## src/rtl/staged_mac_vec.sv

```systemverilog
// staged_mac_vec: 4-stage multi-lane signed fixed-point MAC over AXIS with adder tree and per-packet accumulate
// Define STAGED_MAC_SAT_EN to clamp results to the DATA_WIDTH range instead of wrapping.
module staged_mac_vec #(
  parameter int DATA_WIDTH = 16,
  parameter int LANES      = 4,
  parameter int ACCUM_BITS = 8,
  parameter int FRAC_BITS  = 8
) (
  input  logic                          ACLK,
  input  logic                          ARESETN,
  output logic                          SD_AXIS_TREADY,
  input  logic [LANES*2*DATA_WIDTH-1:0] SD_AXIS_TDATA,
  input  logic                          SD_AXIS_TLAST,
  input  logic                          SD_AXIS_TUSER,
  input  logic                          SD_AXIS_TVALID,
  input  logic [7:0]                    SD_AXIS_TID,
  output logic                          MO_AXIS_TVALID,
  output logic [DATA_WIDTH-1:0]         MO_AXIS_TDATA,
  output logic                          MO_AXIS_TLAST,
  input  logic                          MO_AXIS_TREADY,
  output logic [7:0]                    MO_AXIS_TID
);
  localparam int DW = DATA_WIDTH;
  localparam int PW = 2*DW;
  localparam int SW = PW + $clog2(LANES);
  localparam int AW = PW + ACCUM_BITS;

  logic en, ld;
  logic s1_vld_q, s1_last_q, s1_user_q;
  logic [7:0] s1_id_q;
  logic [LANES*PW-1:0] s1_data_q;
  logic s2_vld_q, s2_last_q, s2_user_q;
  logic [7:0] s2_id_q;
  logic signed [DW-1:0] s2_bias_q;
  logic signed [PW-1:0] s2_prod_q [LANES];
  logic s3_vld_q, s3_last_q, s3_user_q;
  logic [7:0] s3_id_q;
  logic signed [DW-1:0] s3_bias_q;
  logic signed [SW-1:0] s3_sum_q;
  logic signed [AW-1:0] acc_q, acc_d, sum_ext, bias_ext;
  logic first_q, mo_vld_q, mo_vld_d;
  logic [DW-1:0] mo_data_q, res_d;
  logic [7:0] mo_id_q;
  logic signed [PW-1:0] prod_d [LANES];
  logic signed [SW-1:0] tree [2*LANES-1];

  assign en             = !(mo_vld_q && !MO_AXIS_TREADY);
  assign ld             = en && s3_vld_q && s3_last_q;
  assign SD_AXIS_TREADY = en && ARESETN;
  assign MO_AXIS_TVALID = mo_vld_q;
  assign MO_AXIS_TDATA  = mo_data_q;
  assign MO_AXIS_TLAST  = mo_vld_q;
  assign MO_AXIS_TID    = mo_id_q;
  assign mo_vld_d       = ld || (mo_vld_q && !MO_AXIS_TREADY);

  always_comb begin
    for (int i = 0; i < LANES; i++)
      prod_d[i] = PW'($signed(s1_data_q[i*PW+DW +: DW])) * PW'($signed(s1_data_q[i*PW +: DW]));
  end

  // heap-ordered tree: leaves at LANES-1.., node k sums children 2k+1 and 2k+2
  always_comb begin
    for (int i = 0; i < LANES; i++)
      tree[LANES-1+i] = SW'(s2_prod_q[i]);
    for (int k = LANES-2; k >= 0; k--)
      tree[k] = tree[2*k+1] + tree[2*k+2];
  end

  always_comb begin
    sum_ext  = {{(AW-SW){s3_sum_q[SW-1]}}, s3_sum_q};
    bias_ext = {{(AW-DW){s3_bias_q[DW-1]}}, s3_bias_q};
    acc_d    = s3_user_q ? bias_ext <<< FRAC_BITS : first_q ? sum_ext : acc_q + sum_ext;
  end

`ifdef STAGED_MAC_SAT_EN
  logic signed [AW-1:0] shr;
  logic ovf, sat_q;
  assign shr   = acc_d >>> FRAC_BITS;
  assign ovf   = !((&shr[AW-1:DW-1]) || !(|shr[AW-1:DW-1]));
  assign res_d = ovf ? {shr[AW-1], {(DW-1){!shr[AW-1]}}} : shr[DW-1:0];
  always_ff @(posedge ACLK) begin
    if (!ARESETN) sat_q <= 1'b0;
    else if (ld) sat_q <= ovf;
  end
`else
  assign res_d = acc_d[FRAC_BITS +: DW];
`endif

  always_ff @(posedge ACLK) begin
    if (!ARESETN) begin
      {s1_vld_q, s2_vld_q, s3_vld_q, mo_vld_q} <= '0;
      first_q   <= 1'b1;
      acc_q     <= '0;
      mo_data_q <= '0;
      mo_id_q   <= '0;
    end else begin
      mo_vld_q <= mo_vld_d;
      if (en) begin
        s1_vld_q <= SD_AXIS_TVALID;
        s2_vld_q <= s1_vld_q;
        s3_vld_q <= s2_vld_q;
      end
      if (en && s3_vld_q) begin
        acc_q   <= acc_d;
        first_q <= s3_last_q;
      end
      if (ld) begin
        mo_data_q <= res_d;
        mo_id_q   <= s3_id_q;
      end
    end
  end

  always_ff @(posedge ACLK) begin
    if (en) begin
      s1_data_q <= SD_AXIS_TDATA;
      s1_last_q <= SD_AXIS_TLAST;
      s1_user_q <= SD_AXIS_TUSER;
      s1_id_q   <= SD_AXIS_TID;
      s2_prod_q <= prod_d;
      s2_bias_q <= $signed(s1_data_q[DW-1:0]);
      s2_last_q <= s1_last_q;
      s2_user_q <= s1_user_q;
      s2_id_q   <= s1_id_q;
      s3_sum_q  <= tree[0];
      s3_bias_q <= s2_bias_q;
      s3_last_q <= s2_last_q;
      s3_user_q <= s2_user_q;
      s3_id_q   <= s2_id_q;
    end
  end
endmodule
```

## config.mk

```make
export PLATFORM = sky130hd
export DESIGN_NAME = staged_mac_vec
export DESIGN_NICKNAME = d
export VERILOG_FILES = /design/src/rtl/staged_mac_vec.sv
export SDC_FILE = /design/constraint.sdc
export NUM_CORES = 2
export LEC_CHECK = 0
export CAP_MARGIN = 25
export CORE_UTILIZATION = 64
export DETAILED_ROUTE_END_ITERATION = 16
export PLACE_DENSITY = 0.83
export SETUP_SLACK_MARGIN = 0.2
export SYNTH_ARGS = -nofsm -noshare
export SYNTH_HDL_FRONTEND = slang
export SYNTH_SLANG_ARGS = --single-unit
```

## constraint.sdc

```tcl
create_clock -name ACLK -period 15.55 [get_ports ACLK]
set_input_delay 2.3325 -clock ACLK [delete_from_list [all_inputs] [get_ports ACLK]]
set_output_delay 2.3325 -clock ACLK [all_outputs]
set_load 0.005 [all_outputs]
```

### Word level (Yosys, flattened, before mapping)

Cells that the tools add are included.

* register bits after elaboration: 421
* input bits: 142
* output and inout bits: 27
* logic and storage cells: 42

* add/subtract/negate cells: 4
* multipliers: 4
* multiplexer cells: 2
* reductions and logical operators: 7

Operator list (number)
* multiplier 16 x 16 -> 32 bit: 4
* 2-to-1 mux 40 bit: 2
* adder 32 x 32 -> 33 bit: 2
* adder 40 x 34 -> 40 bit: 1
* adder 33 x 33 -> 34 bit: 1
* logical AND 1 bit: 4
* logical NOT 1 bit: 2
* logical OR 1 bit: 1

### Longest topological paths before layout

* word-level depth: 6
* gate-level depth with buffers: 23
* gate-level depth less buffers: 22

### Worst setup path after synthesis

Ideal clock, no wire load.

* kind: in2out
* from: input port MO_AXIS_TREADY
* to: output port SD_AXIS_TREADY
* arrival time: 11775 ps
* required time: 13218 ps
* path slack: 1443 ps
* cell stages on the path: 3
* path buffers: 1
* cells stage by stage: nand2b_1 clkbuf_1 and2_1

* word-level cells in the longest chain between the ends: 4

RTL lines
* start, declared: line 20 `input logic MO_AXIS_TREADY,`
* logical NOT 1 bit: line 47 `assign en = !(mo_vld_q && !MO_AXIS_TREADY);`
* logical AND 1 bit: line 47
* logical NOT 1 bit: line 47
* logical AND 1 bit: line 49 `assign SD_AXIS_TREADY = en && ARESETN;`
* end, declared: line 11 `output logic SD_AXIS_TREADY,`

No other way between the ends.

==> run_results.csv <==
group,metric,value,unit
worst_setup_path,slowest_delay,0.82,ns
clock_network,htreeDepth,2,
synthesis,seq_area_frac_synth,23.04,%
synthesis,synth_area_per_cell,10.16,sq um
global_routing,grt_pass1_vias,32860,
route,final_antenna_net_count,0,
outcome,status,"complete, no violations",
synthesis,yosysTopAreaCell,"fa_1",
placement,hpwlAfterDp,79550,um
hold_path,hold_class,"reg2reg",
route,wl,101700,um
synthesis,syn-cell-area,45010,sq um
hold_path,min_from,"s2_bias_q[15]",
route,drt_iter0_drc,2409,
worst_setup_path,crit_path_start,"s1_data_q[2]",
synthesis,ys_seq_elements,363,
placement,gp_congestion,0.8926,
worst_setup_path,cp_slowest_cell,"edfxtp_1",
worst_setup_path,worst_path_most_repeated_cell,"fa_1",
job,cap_violations,0,
floorplanning,start_util,65.17,%
clock_network,clock_sinks,363,
sta,maxSlewViolCount,0,
sta,whs,0.4180,ns
layout,fin_util,70.70,%
worst_setup_path,crit_buf_inv,3,
sta,rsz0062_at_grt,"false",
synthesis,synth.distinct_cells,68,
global_routing,grt_max_degree,78,
synthesis,yosysMostFrequentCell,"inv_1",
sta,setup_tns,0,ns
worst_setup_path,required,15.88,ns
global_routing,grt.overflow.total,0,
floorplanning,die_h,267.2,um
layout,fin_nets,5768,
synthesis,yosys_warnings,0,
floorplanning,fp.coreArea,69070,sq um
clock_network,clockBufferDepth,3,
synthesis,synth-edff-count,310,
clock_network,post_cts_resized,0,
clock_network,clk_pin_slew_worst_paths,0.06,ns
sta,fin_worst_skew,0.03929,ns
worst_setup_path,cp-end-kind,"flip-flop",
worst_setup_path,cp_cell_sequence,"nand2_1 > fa_1 > fa_1 > fa_1 > inv_1 > fa_1 > fa_1 > inv_1 > fa_1 > inv_1 > ha_1 > a21oi_1 > o21ai_0 > nor3_1 > a211oi_1 > o21a_1 > o21ai_0 > a21oi_1 > a211oi_1 > xnor2_1",
synthesis,synth_top_area_share,35.36,%
clock_network,cts_root_buf,"clkbuf_16",
synthesis,synth_area_leaders,"fa_1, edfxtp_1, ha_1",
route,via_count,30590,
floorplanning,dieArea,71390,sq um
route,drt_pre_antenna_iters,6,
placement,portBuffers,168,
clock_network,cts_setup_buffers,0,
sta,maxSlewHeadroom,33.23,%
synthesis,synthCells,4428,
layout,drive_gt1_share,2.208,%
worst_setup_path,cp-start-kind,"flip-flop",
worst_setup_path,crit_fanout,17,
route,wl_per_cell,18.63,um
global_routing,grt_pass1_wl,167500,um
clock_network,clk_latency,0.62,ns
synthesis,yosys-top-cells-count,"inv_1, fa_1, nand2_1, and2_1, ha_1",
synthesis,synth_flop_cell,"edfxtp_1",
sta,hold_viol_final,0,
sta,tightestPinTransition,1.002,ns
clock_network,numCtsBuffers,45,
sta,min_period,6.677,ns
floorplanning,io_pins,169,
layout,areaGrowthSynthToFinish,8.487,%
floorplanning,rows,96,
worst_setup_path,path_delay_family,"adder cells",
clock_network,postCtsHoldBufs,0,
floorplanning,die_w,267.2,um
sta,final-setup-viol-count,0,
route,route.detailed.drc,0,
synthesis,async_flop_share,0,%
global_routing,grt_antenna_before_repair,6,
global_routing,grtUsageTotal,30.25,%
route,vias_per_cell,5.602,
worst_setup_path,arrival,7.01,ns
sta,finalCritPeriodShare,42.94,%
worst_setup_path,critPathKind,"reg2reg",
clock_network,cts_tree,"yes",
sta,clock.fmax,0.1498,GHz
worst_setup_path,reg2reg_from,"s1_data_q[2]",
synthesis,synth_fp_nets,5703,
-- cells in the final DEF (no fill, tap or decap), types with 6 or more instances in the layout --
cell type,netlist,routed
nor2b_1,24,24
nand3_1,39,39
xor2_1,35,35
clkdlybuf4s50_1,0,167
ha_1,338,338
or2_2,6,6
a21boi_0,20,20
and2_1,443,443
a31oi_1,9,9
a21oi_1,90,90
clkinv_1,2,8
o211ai_1,15,15
clkinvlp_4,0,6
and3_1,10,10
edfxtp_1,310,310
fa_1,795,795
o21a_1,24,24
or3_1,7,7
buf_4,1,9
dfxtp_1,53,53
clkinv_2,0,9
nand2b_1,25,24
o21bai_1,12,12
nor3_1,23,23
nor2_1,84,84
o31ai_1,17,17
a211o_1,7,7
clkbuf_16,0,45
xnor2_1,160,160
a211oi_1,10,10
a21o_1,33,33
o21ai_0,69,69
nand2_1,542,542
inv_1,985,985
mux2i_1,7,7
-- metal layers --
layer	part of all wire [%]	track usage, %	vias up
met5	0	0	-
met4	4.4	12.88	0
met3	7.6	4.331	294
met2	50	51.04	1257
met1	38	39.22	15420
li1	-	-	13620
-- cell type report --
type / count / area (sq um)
Antenna cell: 1 / 2.502
Multi-Input combinational cell: 2919 / 30340
Sequential cell: 363 / 10370
Tap cell: 931 / 1165
Clock inverter: 33 / 356.6
Fill cell: 4821 / 20240
Inverter: 987 / 3705
Clock buffer: 50 / 1145
Timing Repair Buffer: 177 / 1744
-- flip-flops by register name (all words and copies together), names as in the netlist --
register	flops
s3_sum_q	24
s2_last_q	1
s1_user_q	1
s2_vld_q	1
s2_prod_q	96
acc_q	24
MO_AXIS_TDATA	16
s3_id_q	8
MO_AXIS_TID	8
s1_last_q	1
s3_user_q	1
s2_bias_q	16
s3_vld_q	1
s1_data_q	128
s3_bias_q	16
s2_id_q	8
s1_vld_q	1
s2_user_q	1
first_q	1
MO_AXIS_TLAST	1
s1_id_q	8
s3_last_q	1
-- through the flow --
step           std cells  setup slack [ns]  area, sq um
4_1_cts             5460             8.928        48830
6_report            5461             8.873        48830
3_5_place_dp        5377             8.938        47330
3_3_place_gp        5377             8.963        47330
5_1_grt             5461             8.412        48830
2_1_floorplan       4428             1.443        45010
-- logic make-up after synthesis --
| kind of cell | after synthesis | share of synthesized area, % |
|---|---|---|
| XOR/XNOR | 195 | 3.794 |
| buffers and inverters | 1146 | 9.566 |
| adder cells (fa/ha/maj) | 1133 | 44.76 |
| AND/OR/NAND/NOR | 1228 | 13.50 |
| multiplexers | 7 | 0.1557 |
| AO/OA/AOI/OAI | 356 | 5.193 |
| flip-flops | 363 | 23.04 |
-- final timing paths --
check / slack, ns / depth (start not counted) / to
hold / removal: 0.42 / 0 / s3_bias_q[15]
hold reg to reg: 0.42 / 0 / s3_bias_q[15]
setup / recovery: 8.87 / 20 / s2_prod_q[119]
setup reg to reg: 8.87 / 20 / s2_prod_q[119]
Power is left out: the tool's default activity adds up to more than one toggle a clock period on the data nets, which glitch-free logic cannot reach.
